$ cat config.mk
export PLATFORM = sky130hd
export DESIGN_NAME = fetch_stage
export DESIGN_NICKNAME = d
export VERILOG_FILES = /design/src/rtl/cpu_pkg.sv /design/src/rtl/load_use_detector.sv /design/src/rtl/fetch_stage.sv
export SDC_FILE = /design/constraint.sdc
export NUM_CORES = 1
export LEC_CHECK = 0
export BUFFER_PORTS_ARGS = -buffer_cell sky130_fd_sc_hd__buf_2
export CAP_MARGIN = 5
export CORE_MARGIN = 10
export CORE_UTILIZATION = 24
export CTS_CLUSTER_SIZE = 25
export DETAILED_ROUTE_END_ITERATION = 8
export PLACE_DENSITY = 0.52
export SYNTH_ARGS = -nofsm -noshare
export SYNTH_HDL_FRONTEND = slang
export SYNTH_HIERARCHICAL = 1
export SYNTH_SLANG_ARGS = --single-unit
$ cat constraint.sdc
create_clock -name i_clk -period 2.9 [get_ports i_clk]
set_input_delay 0.435 -clock i_clk [delete_from_list [all_inputs] [get_ports i_clk]]
set_output_delay 0.435 -clock i_clk [all_outputs]
set_load 0.02 [all_outputs]
$ cat src/rtl/cpu_pkg.sv
// rtl/cpu_pkg.sv - shared CPU opcode constants, field positions and register-read helpers
//
// Purpose: single source of truth for instruction encoding, used by fetch and decode.
// Ports: none (package).

package cpu_pkg;

  typedef enum logic [3:0] {
    OP_NOP  = 4'h0,
    OP_ST   = 4'h3,
    OP_ADD  = 4'h4,
    OP_INC  = 4'h5,
    OP_NEG  = 4'h6,
    OP_SUB  = 4'h7,
    OP_J    = 4'h8,
    OP_BRZ  = 4'h9,
    OP_JM   = 4'hA,
    OP_BRN  = 4'hB,
    OP_LD   = 4'hE,
    OP_SVPC = 4'hF
  } opcode_e;

  localparam int INSTR_W = 32;
  localparam int REG_W   = 6;
  localparam int OPC_MSB = 31;
  localparam int OPC_LSB = 28;
  localparam int RD_MSB  = 27;
  localparam int RD_LSB  = 22;
  localparam int RS_MSB  = 21;
  localparam int RS_LSB  = 16;
  localparam int RT_MSB  = 15;
  localparam int RT_LSB  = 10;

  // Every opcode except NOP and SVPC uses rs as a source.
  function automatic logic reads_rs(input logic [3:0] op);
    return !((opcode_e'(op) == OP_NOP) || (opcode_e'(op) == OP_SVPC));
  endfunction

  // Only the two-source ALU ops and the store read rt.
  function automatic logic reads_rt(input logic [3:0] op);
    return (opcode_e'(op) == OP_ADD) || (opcode_e'(op) == OP_SUB) || (opcode_e'(op) == OP_ST);
  endfunction

endpackage

$ cat src/rtl/load_use_detector.sv
// rtl/load_use_detector.sv - combinational load-use hazard detector
//
// Purpose: flags when the word coming back from instruction memory reads the
// destination of a recent LD while its bubble window is still open.
// Ports:
//   i_ld_rd      in  6   destination register of the most recent LD
//   i_ld_cnt     in  2   bubble slots still outstanding for that LD
//   i_instr      in  32  instruction word returned by instruction memory
//   o_interlock  out 1   insert a bubble this cycle

module load_use_detector
  import cpu_pkg::*;
(
  input  logic [REG_W-1:0]   i_ld_rd,
  input  logic [1:0]         i_ld_cnt,
  input  logic [INSTR_W-1:0] i_instr,
  output logic               o_interlock
);

  logic [3:0]       w_op;
  logic [REG_W-1:0] w_rs;
  logic [REG_W-1:0] w_rt;
  logic             w_rs_hit;
  logic             w_rt_hit;
  logic             w_unused_bits;

  assign w_op = i_instr[OPC_MSB:OPC_LSB];
  assign w_rs = i_instr[RS_MSB:RS_LSB];
  assign w_rt = i_instr[RT_MSB:RT_LSB];

  // rd and the immediate tail do not take part in hazard detection.
  assign w_unused_bits = ^{i_instr[RD_MSB:RD_LSB], i_instr[RT_LSB-1:0]};

  assign w_rs_hit = reads_rs(w_op) && (w_rs == i_ld_rd);
  assign w_rt_hit = reads_rt(w_op) && (w_rt == i_ld_rd);

  assign o_interlock = (i_ld_cnt != 2'd0) && (w_rs_hit || w_rt_hit);

endmodule

$ cat src/rtl/fetch_stage.sv
// rtl/fetch_stage.sv - instruction fetch stage with PC, IF/ID register and load-use interlock
//
// Purpose: holds the PC, addresses instruction memory, registers the returned
// word into IF/ID, and applies redirect, stall and load-use bubbles.
// Ports:
//   i_clk              in  1         system clock
//   i_rst_n            in  1         asynchronous active-low reset
//   i_stall            in  1         freeze PC, IF/ID and interlock state
//   i_redirect_valid   in  1         taken branch/jump resolved downstream
//   i_redirect_target  in  PC_WIDTH  next PC on redirect
//   o_imem_addr        out PC_WIDTH  current PC
//   i_imem_instr       in  32        word returned for o_imem_addr
//   o_ifid_instr       out 32        registered instruction (0 when bubble)
//   o_ifid_pc          out PC_WIDTH  PC of o_ifid_instr
//   o_ifid_valid       out 1         o_ifid_instr is a real instruction
//   o_interlock        out 1         load-use bubble inserted this cycle

module fetch_stage
  import cpu_pkg::*;
#(
  parameter int                     PC_WIDTH     = 32,
  parameter logic [PC_WIDTH-1:0]    RESET_PC     = '0,
  parameter int                     LOAD_BUBBLES = 2
) (
  input  logic                i_clk,
  input  logic                i_rst_n,
  input  logic                i_stall,
  input  logic                i_redirect_valid,
  input  logic [PC_WIDTH-1:0] i_redirect_target,
  output logic [PC_WIDTH-1:0] o_imem_addr,
  input  logic [INSTR_W-1:0]  i_imem_instr,
  output logic [INSTR_W-1:0]  o_ifid_instr,
  output logic [PC_WIDTH-1:0] o_ifid_pc,
  output logic                o_ifid_valid,
  output logic                o_interlock
);

  localparam logic [1:0] LB_CNT = 2'(LOAD_BUBBLES);

  logic [PC_WIDTH-1:0] r_pc;
  logic [INSTR_W-1:0]  r_ifid_instr;
  logic [PC_WIDTH-1:0] r_ifid_pc;
  logic                r_ifid_valid;
  logic [REG_W-1:0]    r_ld_rd;
  logic [1:0]          r_ld_cnt;

  logic                w_interlock;
  logic                w_fetch_is_ld;

  load_use_detector u_load_use_detector (
    .i_ld_rd     (r_ld_rd),
    .i_ld_cnt    (r_ld_cnt),
    .i_instr     (i_imem_instr),
    .o_interlock (w_interlock)
  );

  assign w_fetch_is_ld = (opcode_e'(i_imem_instr[OPC_MSB:OPC_LSB]) == OP_LD);

  always_ff @(posedge i_clk or negedge i_rst_n) begin
    if (!i_rst_n) begin
      r_pc         <= RESET_PC;
      r_ifid_instr <= '0;
      r_ifid_pc    <= '0;
      r_ifid_valid <= 1'b0;
      r_ld_rd      <= '0;
      r_ld_cnt     <= 2'd0;
    end else if (i_redirect_valid) begin
      // The word fetched from the old path is squashed; any pending load
      // window belongs to the wrong path and is dropped.
      r_pc         <= i_redirect_target;
      r_ifid_instr <= '0;
      r_ifid_pc    <= '0;
      r_ifid_valid <= 1'b0;
      r_ld_cnt     <= 2'd0;
    end else if (i_stall) begin
      // hold everything
    end else if (w_interlock) begin
      // Re-fetch the same PC next cycle; the bubble carries the stalled PC.
      r_ifid_instr <= '0;
      r_ifid_pc    <= r_pc;
      r_ifid_valid <= 1'b0;
      r_ld_cnt     <= r_ld_cnt - 2'd1;
    end else begin
      r_ifid_instr <= i_imem_instr;
      r_ifid_pc    <= r_pc;
      r_ifid_valid <= 1'b1;
      r_pc         <= r_pc + PC_WIDTH'(1);
      if (w_fetch_is_ld) begin
        r_ld_rd  <= i_imem_instr[RD_MSB:RD_LSB];
        r_ld_cnt <= LB_CNT;
      end else if (r_ld_cnt != 2'd0) begin
        r_ld_cnt <= r_ld_cnt - 2'd1;
      end
    end
  end

  assign o_imem_addr  = r_pc;
  assign o_ifid_instr = r_ifid_instr;
  assign o_ifid_pc    = r_ifid_pc;
  assign o_ifid_valid = r_ifid_valid;
  assign o_interlock  = w_interlock;

endmodule
== After elaboration in Yosys (flattened, before gate mapping) ==
Index checks and enable logic that the tools add are counted.

* Latch bits: 0
* Memories: 0
* ROM bits: 0
* Bits of input ports: 68
* Memory bits (writable): 0
* Flip-flop bits (word level): 105

* Shift operators: 0
* Reduce and logical (&&, ||, !) cells: 14
* Bitwise operators: 3
* Divide/modulo/power cells: 0
* Equal/unequal tests: 9
* Order comparisons: 0
* $add $sub $neg: 2
* Muxes and demuxes: 16
* Multipliers: 0

{| class="wikitable"
|+ Operators by type and width
! operator !! number
|-
| $mux 32 || 8
|-
| $add 32x1->32 const B || 1
|-
| $eq 6x6->1 || 2
|-
| $mux 2 || 5
|-
| $eq 4x3->1 const B || 2
|-
| $eq 4x4->1 const B || 2
|-
| $eq 4x2->1 const B || 1
|-
| $logic_not 4->1 || 1
|-
| $logic_or 1x1->1 || 4
|-
| $reduce_and 2->1 || 2
|-
| $reduce_and 4->1 || 1
|-
| $reduce_bool 4->1 || 1
|-
| $logic_and 1x1->1 || 3
|-
| $mux 1 || 3
|-
| $not 1->1 || 3
|-
| $ne 2x1->1 const B || 1
|-
| $ne 2x2->1 const B || 1
|-
| $reduce_bool 2->1 || 1
|-
| $sub 2x1->2 const B || 1
|-
| $logic_not 1->1 || 1
|}

== Logic depth before layout (Yosys ltp) ==
Gate-level depths: netlist of the first run.

* Depth after elaboration: 9
* Mapped depth: 9

== Modules after synthesis ==
Netlist of the first run, hierarchy kept.

{| class="wikitable"
|+ By module, submodules not included
! module !! area each (um^2) !! instances !! cells each
|-
| fetch_stage || 4803.4 || 1 || 445
|-
| load_use_detector || 180.2 || 1 || 24
|}

== Worst setup path before layout of the first run ==
Ideal clock, no wire load.

* Kind: input port to flip-flop
* Start point: input port i_imem_instr[30]
* End point: register r_pc[30] (netlist: o_imem_addr[30])
* Cell stages on the path: 9
* Data arrival time: 2.668 ns
* Path buffers: 1
* Setup slack: 0.108 ns
* Cell sequence: or4_1 nand3_1 or4_1 o21ai_2 or2_1 buf_6 or4_1 nor4_2 mux2_2

* Word-level cells in the longest chain between the ends: 8
* Elaborated cells between the ends (all ways): 15
* Classes of those cells: 5 x eq/ne; 10 x reduce/logical

{| class="wikitable"
|+ RTL lines
! what !! RTL line !! RTL
|-
| start: declaration || fetch_stage.sv:31 || <nowiki>input logic [INSTR_W-1:0] i_imem_instr,</nowiki>
|-
| $eq 4x4->1 (tied with other cells) || cpu_pkg.sv:36 || <nowiki>return !((opcode_e'(op) == OP_NOP) || (opcode_e'(op) == OP_SVPC));</nowiki>
|-
| $logic_or 1x1->1, on equally long branches || cpu_pkg.sv:36, cpu_pkg.sv:41 ||
|-
| $logic_not 1->1 or $logic_or 1x1->1 (tied branches) || cpu_pkg.sv:36, cpu_pkg.sv:41 ||
|-
| $logic_and 1x1->1, on equally long branches || load_use_detector.sv:34, load_use_detector.sv:35 ||
|-
| $logic_or 1x1->1 * || load_use_detector.sv:37 || <nowiki>assign o_interlock = (i_ld_cnt != 2'd0) && (w_rs_hit || w_rt_hit);</nowiki>
|-
| $logic_and 1x1->1 * || load_use_detector.sv:37 ||
|-
| via o_interlock || fetch_stage.sv:35 || <nowiki>output logic o_interlock</nowiki>
|-
| $ne 2x2->1 (no line) * || -- ||
|-
| $reduce_and 2->1 (no line) * || -- ||
|-
| end signal: assignment || fetch_stage.sv:70 || <nowiki>r_pc <= i_redirect_target;</nowiki>
|-
| end signal: assignment || fetch_stage.sv:87 || <nowiki>r_pc <= r_pc + PC_WIDTH'(1);</nowiki>
|-
| end: declaration || fetch_stage.sv:40 || <nowiki>logic [PC_WIDTH-1:0] r_pc;</nowiki>
|}

Mark *: on every way through the listed nets, which the timed path passes. The rest lies on a longest branch.
A chain may end at the register's enable or synchronous reset.

== Worst setup path after layout of the first run ==
* Start point: register r_ld_rd[1]
* End point: output port o_interlock

* Word-level cells in the longest chain between the ends: 4
* Elaborated cells between the ends (all ways): 6
* Classes of those cells: 2 x eq/ne; 4 x reduce/logical

{| class="wikitable"
|+ RTL lines
! what !! RTL line !! RTL
|-
| start: declaration || fetch_stage.sv:44 || <nowiki>logic [REG_W-1:0] r_ld_rd;</nowiki>
|-
| start signal: assignment || fetch_stage.sv:89 || <nowiki>r_ld_rd <= i_imem_instr[RD_MSB:RD_LSB];</nowiki>
|-
| $eq 6x6->1, on equally long branches || load_use_detector.sv:34, load_use_detector.sv:35 ||
|-
| $logic_and 1x1->1, on equally long branches || load_use_detector.sv:34, load_use_detector.sv:35 ||
|-
| $logic_or 1x1->1 * || load_use_detector.sv:37 ||
|-
| $logic_and 1x1->1 * || load_use_detector.sv:37 ||
|-
| end: declaration || fetch_stage.sv:35 ||
|}

Mark *: on every way between the ends. The rest lies on a longest branch, timed or not.

==> metrics.txt, run 1 <==
DR vias=about 4300; final period demand of the worst path=around 2600 ps; CTS Hold Bufs=0; sequential power share=a little under half; clk sinks=between 100 and 150; Design Area, Final=between 0.006 and 0.007 mm^2; Pint=between 2 and 3 mW; Setup Buffers After CTS=0; CP Cell Sequence=xor2_1 -> or4_1 -> o21ai_2 -> buf_4 -> buf_2; Hold Slack=between 9 and 10 ps; gr busiest metal=met2; fin crit share=slightly above 90%; Max rail drop VDD=0.000277 V; R2R Path Start=r_ld_rd[1]; Final Slew Violations=0; post-DR wirelength/cell=between 15 and 20 um; fmax=~0.38 GHz; initial drt markers=approximately 260; CP Data Arrival Time=~2200 ps; Hold Crit Class=in -> async; number of I/O pins=166; core region area=about 0.02 mm^2; Syn-to-layout area delta=30.5%; Layout Utilization=between 30% and 40%; crit path from=r_ld_rd[1]; Setup CP Type=reg -> out; DIE WIDTH=roughly 160 um; grt ovf=0; vias in the first global route=4324; Post-Synth Simple-Gate Area=between 10% and 20%; Clock Skew=between 10 and 15 ps; post-detailed-route DRC marker count=0; Die Y=between 150 and 200 um; P_leak=~3.2 nW; flops & latches, synth=approximately 110; Async SR Flop Fraction=100%; met2 Usage GRT=17.8%; Placed Cells=892; CP peak stage delay=between 500 and 600 ps; relative slew slack=between 60% and 70%; Synth Net Count=roughly 540; most frequent cells in the layout=buf_2 (164), dfrtp_1 (105), nor2_1 (47); Max stage delay cell, worst path=or4_1; Yosys warning count=6; setup ws final=about 250 ps; initial antenna violation count=2; Final Hold Vio Count=0; sw frac=30.6%; final setup fails=0; dpl ws=roughly 65 ps; slew of the pin with the lowest slew margin=~570 ps; dominant synthesized flop cell=dfrtp_1; logic gate share of total power=a little under a fifth; Final TNS setup=0 ps; clk root buf=clkbuf_16; Longest Clk Path Bufs=2; GRT Util Overall=between 10% and 20%; post-detailed-routing wire length=between 15 and 20 mm; total power=around 3.7 mW; number of synthesized flops with an enable pin=0; H-tree Lvls=3; most common cell after layout, fill and taps aside=buf_2; TritonCTS Buffers=9; crit start category=flip-flop; clock network fraction of total power=between 30% and 40%; post-synth cell types=52; Switch Pwr=around 1.1 mW; xor/xnor cell area share of the yosys netlist=~2.8%; sequential-to-total area share from yosys stat=52.7%; nets=703; worst skew pair latency=360 ps; layout cells sized above 1=34.3%; Post-Synth Adder-Cell Area=0.502%; run status=finished clean; Worst EP required=2470 ps; placed wire-length estimate=~12 mm; Cells after Synth=between 400 and 500; met3 usage=5.11%; num rows=52; Die Area=between 0.02 and 0.03 mm^2; main combinational cell family by area after synthesis=simple AND/OR/NAND/NOR gates; Initial Util=between 20 and 25%; post-route insts no fill=910; crit end category=output port; Max-Cap Viols=0; synthesized area=~0.0050 mm^2; via/cell ratio=approximately 4.8; routability cong.=between 0.8 and 0.9; first-pass GRT wire length=between 20 and 30 mm; drt first pass iters=4; post-route antenna net violation count=0; CTS resizes=0; CTS tree=yes; largest net degree at the start of global routing=50; clk slew on worst S/H paths=70 ps; met1 usage=16.2%; complex-gate fraction of the synthesized area=around an eighth; critical-path maximum fanout=4; PwrDens=approximately 570 mW/mm^2; syn avg cell area=approximately 11 um^2; port bufs=165; Cell Area, Placed=between 0.006 and 0.007 mm^2; RSZ-0062 raised after global routing=false; Filler Cells Inserted=2123; multiplexer share of the synthesized area=a little under a tenth
## critical path, delay by kind of cell (launching register included)
family,cells,cell delay (ps)
buffers and inverters,2,390
xor gates and xnor gates,1,170
AOI/OAI and AO/OA,1,300
and+or+nand+nor,1,570
DFF,1,420
## metal layers
| metal | share of wire [%] | wire length, um |
|---|---|---|
| met1 | 46 | 7580 |
| met2 | 43 | 7200 |
| met3 | 10 | 1700 |
| met4 | 0.99 | 165 |
| met5 | 0.078 | 13 |
## worst paths after layout
check	slack, ps	endpoint	cells after the start
worst max register to register	440	o_imem_addr[13]	9
max in group asynchronous	2190	o_ifid_instr[22]	2
worst max-delay path	250	o_interlock	5
worst min-delay path	10	o_ifid_pc[17]	1
min in group i_clk	280	o_imem_addr[6]	2
worst min register to register	470	o_ifid_valid	1
## flip-flops by register name, summed over array words and instances (netlist names)
signal / count
o_ifid_instr: 32
o_ifid_pc: 32
o_imem_addr: 32
r_ld_rd: 6
r_ld_cnt: 2
o_ifid_valid: 1
## layout make-up
class,instances,area (um^2),share of cell area (%)
Tap cell,270,338,5.20
Sequential cell,105,2630,40.4
Timing Repair Buffer,185,991,15.2
Multi-Input combinational cell,319,2180,33.5
Antenna cell,2,5.00,0.0770
Clock inverter,5,62.6,0.962
Clock buffer,11,253,3.89
Inverter,13,48.8,0.751
## kinds of logic (layout without fill, tap and decap cells)
| logic type | count (synthesis) | count (layout) |
|---|---|---|
| AOI/OAI and AO/OA | 80 | 80 |
| buffers and inverters | 45 | 214 |
| xor gates and xnor gates | 16 | 16 |
| other | 0 | 2 |
| and+or+nand+nor | 175 | 175 |
| adders and majority gates | 2 | 2 |
| DFF | 105 | 105 |
| muxes | 46 | 46 |
## Yosys cell counts, types with 5 or more instances
| cell type | n | area (um^2) |
|---|---|---|
| mux2_2 | 11 | 124 |
| o311ai_0 | 9 | 78.8 |
| dfrtp_1 | 105 | 2630 |
| mux2i_1 | 35 | 350 |
| nor3_1 | 10 | 50.1 |
| clkbuf_1 | 22 | 82.6 |
| xnor2_1 | 8 | 70.1 |
| nor2_1 | 48 | 180 |
| o21ai_0 | 9 | 45.0 |
| nand3_1 | 20 | 100 |
| nand4_1 | 10 | 62.6 |
| and3_1 | 5 | 31.3 |
| inv_1 | 13 | 48.8 |
| xor2_1 | 8 | 70.1 |
| nand2_1 | 44 | 165 |
| or4_1 | 12 | 90.1 |
| a22o_1 | 32 | 280 |
## power by group through the flow
stage,combinational [mW],sequential (mW),clock [mW]
finish,0.698,1.73,1.31
CTS,0.712,1.73,1.36
detailed placement,0.708,1.76,0
global placement,0.706,1.75,0
global route,0.771,1.75,1.43
floorplan,0.306,1.84,0
No activity file was read; power rests on OpenSTA's default activity.
==> run 2: changes to the inputs <==
--- a/config.mk
+++ b/config.mk
@@ -14,5 +14,4 @@
 export PLACE_DENSITY = 0.52
 export SYNTH_ARGS = -nofsm -noshare
 export SYNTH_HDL_FRONTEND = slang
-export SYNTH_HIERARCHICAL = 1
 export SYNTH_SLANG_ARGS = --single-unit
==> run 2 against run 1 <==
  * Flip-flop and latch count unchanged
  * Final cell count decreased by 1.2%
  * Synthesized area decreased by 1.5%
  * Sequential power about the same
  * Power decreased by 3.9%
  * Fmax increased by 5.2%
  * Clock power decreased by 7%
  * Largest cell class unchanged
==> metrics.txt, run 2 <==
run status=finished clean; Cells after Synth=463 (-1.3%); H-tree Lvls=3 (unchanged); CTS tree=yes; number of I/O pins=166 (unchanged); Synth Net Count=533 (-1.1%); Final Hold Vio Count=0 (unchanged); Layout Utilization=31.7% (-0.22 points); synth top area cells=dfrtp_1 (54%), mux2i_1 (6.3%), a22o_1 (5.7%); Die Area=0.0266 mm^2 (-1.3%); clk root buf=clkbuf_16; number of synthesized flops with an enable pin=0 (unchanged); CP Cell Sequence=inv_1 -> ha_1 -> nor4_1 -> and3_1 -> buf_4 -> or2_2 -> buf_2; crit start category=flip-flop; DIE WIDTH=163 um (-0.64%); Worst EP required=2470 ps (about the same); num rows=52 (unchanged); Syn-to-layout area delta=30.2%; slew of the pin with the lowest slew margin=750 ps (+176 ps); placed wire-length estimate=11.9 mm (-4.1%); nets=693 (-1.4%); crit end category=output port; Async SR Flop Fraction=100% (unchanged); RSZ-0062 raised after global routing=false; Max-Cap Viols=0 (unchanged); Hold Crit Class=in -> reg; worst skew pair latency=360 ps (about the same); most common cell after layout, fill and taps aside=buf_2; Yosys warning count=0 (-6); CTS Hold Bufs=1 (+1); port bufs=165 (unchanged); drt first pass iters=4 (unchanged); GRT Util Overall=12.2% (+0.082 points); via/cell ratio=4.66 (-2.0%); largest net degree at the start of global routing=89 (+78%); clk slew on worst S/H paths=70 ps (about the same); fmax=0.397 GHz (+5.2%); CP peak stage delay=370 ps (-200 ps); relative slew slack=49.9% (-12 points); initial drt markers=230 (-13%); commonest cells in the netlist=dfrtp_1 (105), nor2_1 (48), a22o_1 (32), mux2i_1 (31), nand2_1 (28); top cell type's share of synthesized area=53.5% (+0.78 points); flops & latches, synth=105 (unchanged); layout cells sized above 1=34.1% (-0.25 points); Clock Skew=10.3 ps (+0.200 ps); P_leak=3.13 nW (-2.3%); final period demand of the worst path=2520 ps (-130 ps); core region area=0.0202 mm^2 (-0.96%); post-DR wirelength/cell=18.1 um (-0.92%); Reg2Reg Setup Slack=480 ps (+40 ps); CP Data Arrival Time=2080 ps (-130 ps); sequential-to-total area share from yosys stat=53.5% (+0.78 points); post-detailed-routing wire length=16.3 mm (-2.1%); initial antenna violation count=2 (unchanged); most frequent cells in the layout=buf_2 (164), dfrtp_1 (105), nor2_1 (48); critical-path maximum fanout=15 (+11); post-synth cell types=55 (+5.8%); final setup fails=0 (unchanged); Synth area leader=dfrtp_1; clk sinks=105 (unchanged); Die Y=163 um (-0.64%); Longest Clk Path Bufs=2 (unchanged); Max rail drop VDD=0.000292 V (+5.4%); grt ovf=0 (unchanged); most instantiated library cell after synthesis=dfrtp_1; first-pass GRT wire length=25.6 mm (+0.22%); PwrDens=561 mW/mm^2 (-2.3%); Final Slew Violations=0 (unchanged); TritonCTS Buffers=9 (unchanged); DR vias=4188 (-3.2%); routability cong.=0.735 (-8.2%); post-route antenna net violation count=0 (unchanged); CTS resizes=0 (unchanged); Setup Buffers After CTS=0 (unchanged); synthesized area=0.00491 mm^2 (-1.5%); syn avg cell area=10.6 um^2 (-0.18%); Final TNS setup=0 ps (unchanged); Max stage delay cell, worst path=dfrtp_1; fin crit share=86.9% (-4.5 points); Setup CP Type=reg -> out; Initial Util=24.3% (-0.12 points); vias in the first global route=4313 (-0.25%); post-detailed-route DRC marker count=0 (unchanged); dominant synthesized flop cell=dfrtp_1
[run 2: cell count changes after synthesis, sizes merged, moves of 5 or more]
cell    change
nor4        +8
xnor2      +11
inv         -5
mux2        -5
o311ai      -5
nand2      -16
or4        -10
o21ai      +11
[run 2: cells by family (layout without fill, tap and decap cells)]
group                    count (synthesis)  after routing  synth area share, %
AND/OR/NAND/NOR                        162            162                 16.7
flip-flops                             105            105                 53.5
AO/OA/AOI/OAI                           91             91                 13.7
buffers and inverters                   41            206                 3.41
multiplexers                            37             37                 7.69
XOR/XNOR                                25             25                 4.46
adder cells (fa/ha/maj)                  2              2                0.509
other                                    0              1                    0
[run 2: per-layer routing]
| layer | global-route usage (%) | wire (um) | up-vias | part of all wire, % |
|---|---|---|---|---|
| met3 | 5.13 | 1410 | 9 | 8.6 |
| li1 | - | - | 2014 | - |
| met4 | 2.99 | 161 | 0 | 0.99 |
| met5 | 0 | 0 | - | 0 |
| met2 | 19.1 | 7450 | 131 | 46 |
| met1 | 15.2 | 7290 | 2034 | 45 |
[run 2: final timing paths]
check,depth (start not counted),startpoint,to
worst max-delay path,7,r_ld_cnt[0],o_interlock
min in group asynchronous,2,i_rst_n,o_ifid_pc[11]
worst max register to register,6,o_imem_addr[8],o_imem_addr[27]
worst min register to register,1,o_ifid_valid,o_ifid_valid
worst min-delay path,3,i_redirect_target[12],o_imem_addr[12]
max in group asynchronous,3,i_rst_n,o_ifid_instr[0]
[run 2: stage by stage]
step | power, mW | cell area (um^2) | std cells | worst slack, ps | hold slack [ps]
4_1_cts | 3.67 | 6390 | 898 | 328 | 265
3_3_place_gp | 2.41 | 6090 | 881 | 244 | 332
2_1_floorplan | 2.10 | 4910 | 463 | 556 | 139
3_5_place_dp | 2.41 | 6090 | 881 | 237 | 334
6_report | 3.58 | 6390 | 899 | 381 | 282
5_1_grt | 3.79 | 6390 | 898 | 176 | 281
[run 2: layout make-up]
class                   instances  area, um^2
clock buffers                  10         239
clock inverters                 6        52.6
fillers                      2142       13800
flip-flops and latches        105        2630
repair buffers                182         971
multi-input cells             317        2130
well taps                     270         338
diodes                          1        2.50
inverters                       8        30.0
[run 2: worst max-delay path, delay by kind of cell (launching register included)]
family	cells	cell delay, ps
flops	1	370
simple gates	3	670
buf+inv	3	470
fa+ha+maj	1	230
[run 2: power breakdown]
| part | switching [mW] | total (mW) | internal, mW |
|---|---|---|---|
| Sequential | 0.127 | 1.71 | 1.58 |
| Clock | 0.599 | 1.22 | 0.618 |
| Combinational | 0.397 | 0.659 | 0.262 |
==> run 3: changes to the inputs <==
--- a/config.mk
+++ b/config.mk
@@ -15,3 +15,4 @@
 export SYNTH_ARGS = -nofsm -noshare
 export SYNTH_HDL_FRONTEND = slang
 export SYNTH_SLANG_ARGS = --single-unit
+export TNS_END_PERCENT = 100
==> constraint.sdc (replaced) <==
create_clock -name i_clk -period 2.6 [get_ports i_clk]
set_input_delay 0.39 -clock i_clk [delete_from_list [all_inputs] [get_ports i_clk]]
set_output_delay 0.39 -clock i_clk [all_outputs]
set_load 0.02 [all_outputs]
==> run 3 against run 2 <==
  * Global-route usage about the same
  * Power grew 18%
  * Flip-flop and latch count stayed put
  * Clock power increased by 28%
  * Wire length shrank 0.52%
  * Clock skew about the same
  * Register-to-register slack got worse by 160 ps
  * Sequential share of layout area down 1.1 points
==> metrics.txt, run 3 (synthesis results as in run 2) <==
CP Data Arrival Time=2010 ps (-70 ps); final setup fails=0 (unchanged); post-DR wirelength/cell=17.8 um (-1.6%); logic gate share of total power=18.0% (-0.4 points); Layout Utilization=32.5% (+0.84 points); Cell Area, Placed=0.00620 mm^2 (+1.8%); first-pass GRT wire length=25.8 mm (+0.65%); dpl ws=91.6 ps (-145 ps); vias in the first global route=4420 (+2.5%); num rows=52 (unchanged); worst skew pair latency=350 ps (about the same); clk slew on worst S/H paths=70 ps (about the same); layout cells sized above 1=35.6% (+1.5 points); clock network fraction of total power=37.0% (+3.1 points); post-detailed-routing wire length=16.2 mm (-0.52%); Syn-to-layout area delta=33.7%; met3 WL=1.51 mm (+7.3%); sw frac=28.8% (-2.5 points); top sig layer=met4; setup ws final=202 ps (-179 ps); post-route antenna net violation count=0 (unchanged); Clock Skew=10.2 ps (-0.163 ps); Final TNS setup=0 ps (unchanged); fin crit share=92.2%; Die Y=163 um (unchanged); number of I/O pins=166 (unchanged); Setup CP Type=reg -> out; Worst EP required=2210 ps (-260 ps); DR vias=4228 (+0.96%); post-route insts no fill=909 (+1.1%); Die Area=0.0266 mm^2 (unchanged); RSZ-0062 raised after global routing=false; Initial Util=24.3% (unchanged); critical-path maximum fanout=15 (unchanged); fmax=about 0.42 GHz; DIE WIDTH=163 um (unchanged); TritonCTS Buffers=9 (unchanged); routability cong.=0.754 (+2.6%); H-tree Lvls=3 (unchanged); R2R Path Start=r_ld_cnt[0]; final period demand of the worst path=around 2400 ps; Max rail drop VDD=0.000372 V (+27%); drt first pass iters=4 (unchanged); crit end category=output port; Longest Clk Path Bufs=2 (unchanged); crit path from=r_ld_cnt[0]; post-detailed-route DRC marker count=0 (unchanged); core region area=0.0202 mm^2 (unchanged); GRT Util Overall=12.2% (about the same); placed wire-length estimate=11.8 mm (-0.93%); Design Area, Final=0.00656 mm^2 (+2.6%); grt ovf=0 (unchanged); Placed Cells=892 (+1.2%); Final Hold Vio Count=0 (unchanged); Final Slew Violations=0 (unchanged); most common cell after layout, fill and taps aside=buf_2; via/cell ratio=4.65 (-0.16%); nets=704 (+1.6%); DRT met1 WL=7.32 mm (+0.54%); CTS tree=yes; clk sinks=105 (unchanged); clk root buf=clkbuf_16; relative slew slack=59.0% (+9.0 points); Pint=3.01 mW (+22%); Max-Cap Viols=0 (unchanged); wire length on met2=7.23 mm (-2.9%); Switch Pwr=1.22 mW (+8.4%); slew of the pin with the lowest slew margin=616 ps (-135 ps); sequential power share=45.0% (-2.7 points); initial antenna violation count=2 (unchanged); Hold Crit Class=in -> async; crit start category=flip-flop; port bufs=165 (unchanged); P_leak=3.21 nW (+2.7%); initial drt markers=243 (+5.7%); most frequent cells in the layout=buf_2 (164), dfrtp_1 (105), nor2_1 (48); largest net degree at the start of global routing=106 (+19%); run status=finished clean; PwrDens=643 mW/mm^2 (+15%)
run 3: changes by cell type in the layout (fill, tap and decap cells not counted), moves of 2 or more:
| cell | change |
|---|---|
| bufinv_16 | +3 |
| buf_12 | +2 |
| clkinv_2 | +2 |
| buf_4 | +8 |
| clkinv_4 | -5 |
run 3: final timing paths:
path                              endpoint  slack, ps  cells after the start
hold / removal             o_imem_addr[12]         80                      2
setup / recovery               o_interlock        200                      7
setup reg to reg           o_imem_addr[11]        320                     11
max in group asynchronous     o_ifid_valid       2030                      2
min in group i_clk         o_imem_addr[23]        240                      3
hold reg to reg               o_ifid_valid        480                      1
run 3: worst max-delay path, cell delays in order, from the launching register on:
cell	delay, ps
dfrtp_1	370
inv_1	50
ha_1	240
nor4_2	270
and3_4	240
buf_8	170
or2_2	150
buf_2	170
run 3: cell type report:
cell class / count / area, um^2
Timing Repair Buffer: 193 / 1090
Fill cell: 2119 / 13600
Inverter: 8 / 30.0
Clock inverter: 6 / 108
Antenna cell: 1 / 2.50
Clock buffer: 9 / 225
Tap cell: 270 / 338
Multi-Input combinational cell: 317 / 2150
Sequential cell: 105 / 2630
run 3: through the flow:
stage	hold WS [ps]	power [mW]
floorplan	94.4	2.35
global placement	456	2.70
detailed placement	464	2.71
CTS	144	4.31
global route	133	4.46
finish	84.8	4.22
run 3: per-layer routing:
| metal | GRT usage [%] | up-vias |
|---|---|---|
| met1 | 15.6 | 2034 |
| met2 | 18.8 | 149 |
| li1 | - | 2028 |
| met5 | 0 | - |
| met3 | 5.08 | 17 |
| met4 | 2.66 | 0 |
run 3: what timing repair did:
action                                  in CTS  in global routing
setup buffers                                0                  1
gates resized for setup                      0                  5
endpoints found under the setup margin       0                  1
hold buffers                                 0                  0
run 3: power groups by stage:
stage | clock (mW) | sequential, mW | combinational (mW)
floorplan | 0 | 2.05 | 0.301
global route | 1.69 | 1.92 | 0.848
detailed placement | 0 | 1.93 | 0.774
global placement | 0 | 1.93 | 0.773
CTS | 1.63 | 1.90 | 0.777
finish | 1.56 | 1.90 | 0.762
